==> src/rtl/fp_result_serializer.sv <==
// fp_result_serializer
//   Parallel-in, serial-out transmitter for FP adder results. A word is
//   captured on an accepted load and streamed LSB first, one bit per clock,
//   with wr_out qualifying each bit. hold_in pauses the frame without
//   consuming a bit. done_out pulses for one cycle after the last bit.
//
// Ports
//   clk_in       : clock, rising edge
//   rst_in       : asynchronous active-high reset
//   parallel_in  : word to transmit (sampled only on an accepted load)
//   load_in      : load request, accepted only while tx_rdy = 1
//   hold_in      : pause request, effective only while shifting
//   serial_out   : current data bit
//   wr_out       : strobe qualifying serial_out
//   tx_rdy       : idle and able to accept a load
//   done_out     : registered one-cycle end-of-frame pulse
module fp_result_serializer #(
    parameter int WIDTH = 32
) (
    input  logic             clk_in,
    input  logic             rst_in,
    input  logic [WIDTH-1:0] parallel_in,
    input  logic             load_in,
    input  logic             hold_in,
    output logic             serial_out,
    output logic             wr_out,
    output logic             tx_rdy,
    output logic             done_out
);

    localparam int CW = (WIDTH > 1) ? $clog2(WIDTH) : 1;
    localparam logic [CW-1:0] LAST = CW'(WIDTH - 1);

    typedef enum logic {
        IDLE,
        SHIFT
    } state_t;

    state_t           state_q, state_d;
    logic [WIDTH-1:0] sreg_q, sreg_d;
    logic [CW-1:0]    cnt_q, cnt_d;
    logic             done_q, done_d;

    always_ff @(posedge clk_in or posedge rst_in) begin
        if (rst_in) begin
            state_q <= IDLE;
            sreg_q  <= '0;
            cnt_q   <= '0;
            done_q  <= 1'b0;
        end else begin
            state_q <= state_d;
            sreg_q  <= sreg_d;
            cnt_q   <= cnt_d;
            done_q  <= done_d;
        end
    end

    always_comb begin
        state_d    = state_q;
        sreg_d     = sreg_q;
        cnt_d      = cnt_q;
        done_d     = 1'b0;
        tx_rdy     = 1'b0;
        wr_out     = 1'b0;
        serial_out = 1'b0;

        case (state_q)
            IDLE: begin
                tx_rdy = 1'b1;
                if (load_in) begin
                    sreg_d  = parallel_in;
                    cnt_d   = '0;
                    state_d = SHIFT;
                end
            end

            SHIFT: begin
                // The pending bit stays on serial_out during a hold; only the
                // strobe is withdrawn so the receiver does not consume it.
                serial_out = sreg_q[0];
                wr_out     = ~hold_in;
                if (!hold_in) begin
                    sreg_d = sreg_q >> 1;
                    cnt_d  = cnt_q + CW'(1);
                    if (cnt_q == LAST) begin
                        state_d = IDLE;
                        cnt_d   = '0;
                        done_d  = 1'b1;
                    end
                end
            end

            default: state_d = IDLE;
        endcase
    end

    assign done_out = done_q;

endmodule

==> config.mk <==
export PLATFORM = sky130hd
export DESIGN_NAME = fp_result_serializer
export DESIGN_NICKNAME = d
export VERILOG_FILES = /design/src/rtl/fp_result_serializer.sv
export SDC_FILE = /design/constraint.sdc
export NUM_CORES = 1
export LEC_CHECK = 0
export CORE_MARGIN = 1.5
export CORE_UTILIZATION = 55
export CTS_BUF_LIST = sky130_fd_sc_hd__clkbuf_4
export CTS_CLUSTER_SIZE = 24
export DETAILED_ROUTE_END_ITERATION = 10
export PLACE_DENSITY = 0.84
export SETUP_SLACK_MARGIN = 0.3
export SKIP_LAST_GASP = 1
export SYNTH_ARGS = -nofsm -noshare
export SYNTH_HDL_FRONTEND = slang
export SYNTH_SLANG_ARGS = --single-unit
==> constraint.sdc <==
create_clock -name clk_in -period 4.1 [get_ports clk_in]
set_clock_uncertainty 0.1 [all_clocks]
set_input_delay 0.82 -clock clk_in [delete_from_list [all_inputs] [get_ports clk_in]]
set_output_delay 0.82 -clock clk_in [all_outputs]
set_load 0.02 [all_outputs]
==> results.cfg <==
[run_status]
status = finished, final reports clean

[clocking]
clk_path_buf_depth = 2
hold_buffers = 0
cts_buffers = 5
cts_root_buf = clkbuf_4
clock-sinks = 39
cts_setup_buffers = 0
cts.repair.resized = 0
clk_latency_ns = 0.33
cts_htree_levels = 2
clk_pin_slew_ns = 0.10
cts_tree = done

[grt]
grt_usage = 0.193
grt_max_degree = 33
grt_first_pass_wirelength_um = 5950
overflow = 0
grt_pass1_vias = 1320
antenna_found_initial = 0

[yosys]
yosys.area.top_type = dfrtp_1
seq_area_frac_synth = 0.481
netlist_instances = 133
ys_seq_elements = 39
post-synth-top-count-cell = dfrtp_1
async_reset_ff_frac = 1.00
syn_area_um2 = 2030
ys.flop_type = dfrtp_1
synthTopCellsByCount = dfrtp_1, mux2_2, mux2_4, buf_6
synthDistinctLibCells = 22
yosys_warnings = 0
synth_fp_nets = 171
yosys.area.top_type_share = 0.481
synthTopCellsByArea = dfrtp_1, mux2_4, mux2_2
synth_edf_count = 0
syn_area_per_cell_um2 = 15.2

[route]
dr.pass1.iters = 4
num_vias = 1176
antenna_left = 0
vias_per_cell = 5.32
drtIter0Drc = 35
drc = 0
wirelength_um = 3500
post_drt_wl_per_cell_um = 15.8

[setup_path]
cp-end-kind = output port
required_ns = 3.18
cp-start-kind = input port
cpPeakStageDelay_ns = 0.65
crit_buf_inv = 2
crit_family = buffers and inverters
cp.arrival_ns = 2.18
critPathSlowestCell = clkdlybuf4s50_1
crit_fanout = 6
cp_cell_sequence = clkdlybuf4s50_1, nor2b_2, clkdlybuf4s50_1
path_class = in -> out
critical_path.most_common_cell = clkdlybuf4s50_1

[timing]
worst-slew-pin-transition_ns = 0.717
period_needed_ns = 3.10
finalSetupViolations = 0
max_freq_mhz = 322
fin_crit_sh = 0.757
slew_viol_final = 0
rsz0062_at_grt = false
fin_ws_ns = 0.997
setup-tns-final_ns = 0
final-hold-violation-count = 0
timing.hold.ws_ns = 0.416
relSlewSlack = 0.521

[placement]
port-buffer-count = 39
pre_cts_ws_ns = 0.994
dp_hpwl_um = 2310
placed_area_um2 = 2430
routabilityCongestion = 0.797

[die]
ioPinCount = 40
start_util = 0.589
die_area_um2 = 4060
rows = 21
dieHeight_um = 63.7
coreArea_um2 = 3440
die_w_um = 63.7

[worst_hold_path]
min_path_type = reg -> reg

[final_layout]
syn_to_final_growth_pct = 23.6
n_antenna_cell = 0
design_area_um2 = 2510
fin_nets = 212
drive_gt1_frac = 0.429

[run]
maxCapViolations = 0

[pwr]
total_power_uw = 1120
vdd_drop_max_mv = 0.210
power_leakage_uw = 0.00124
power-per-cell-area_nw_per_um2 = 449
## worst paths after layout
check,from,to,slack [ns],depth (start not counted)
setup / recovery,hold_in,wr_out,1.0,3
hold / removal,sreg_q[0],sreg_q[0],0.42,1
setup reg to reg,cnt_q[0],cnt_q[2],2.17,6
hold reg to reg,sreg_q[0],sreg_q[0],0.42,1
max in group asynchronous,rst_in,sreg_q[26],2.38,3
min in group asynchronous,rst_in,sreg_q[6],0.79,2
## registers in the layout, summed over array words and instances, names as in the netlist
name / cells
sreg_q: 32
cnt_q: 5
state_q: 1
done_out: 1
## kinds of logic after synthesis
family	synth area share
multiplexers	0.409
flip-flops	0.481
AND/OR/NAND/NOR	0.0290
buffers and inverters	0.0333
AO/OA/AOI/OAI	0.0309
adder cells (fa/ha/maj)	0.0123
XOR/XNOR	0.00432
## per-layer routing
metal	share of wire	GRT usage
met5	0	0
met4	0.012	0.0679
met3	0.043	0.0518
met2	0.51	0.337
met1	0.44	0.228
## cell usage in the layout (no fill, tap or decap), types with 2 or more instances in the layout
master           count
mux2_2              34
clkbuf_4             5
and2_1               2
ha_1                 2
nand3_1              2
clkdlybuf4s50_1     39
mux2_4              29
a22o_1               3
a21oi_1              2
buf_4                2
nor2_1               2
dfrtp_1             39
## worst register-to-register path, stage by stage (launching register included)
cell and delay [ns]:
dfrtp_1 0.43, ha_1 0.24, and3_1 0.19, ha_1 0.18
nor3b_1 0.42, nand2b_1 0.12, a31oi_1 0.19
## per-stage QoR
step,utilization,instances
after floorplan,-,133
after global placement,0.706,213
after detailed placement,0.706,213
after CTS,0.728,221
after global routing,0.728,221
final,0.728,221
## area by class of cell
type | count | area, um^2
clock buffer | 5 | 37.5
clock inverter | 3 | 38.8
fill | 231 | 936
inverter | 2 | 7.51
multi-input combinational | 85 | 983
sequential | 39 | 976
tap | 46 | 57.6
timing repair buffer | 41 | 405
## power by group
part / total, uW / leakage, uW / internal (uW) / switching (uW)
registers: 545 / 0.000523 / 483 / 61.9
logic: 334 / 0.000676 / 235 / 98.9
clock network: 246 / 0.0000426 / 125 / 120
total: 1120 / 0.00124 / 844 / 281
No activity file was read; power rests on OpenSTA's default activity.
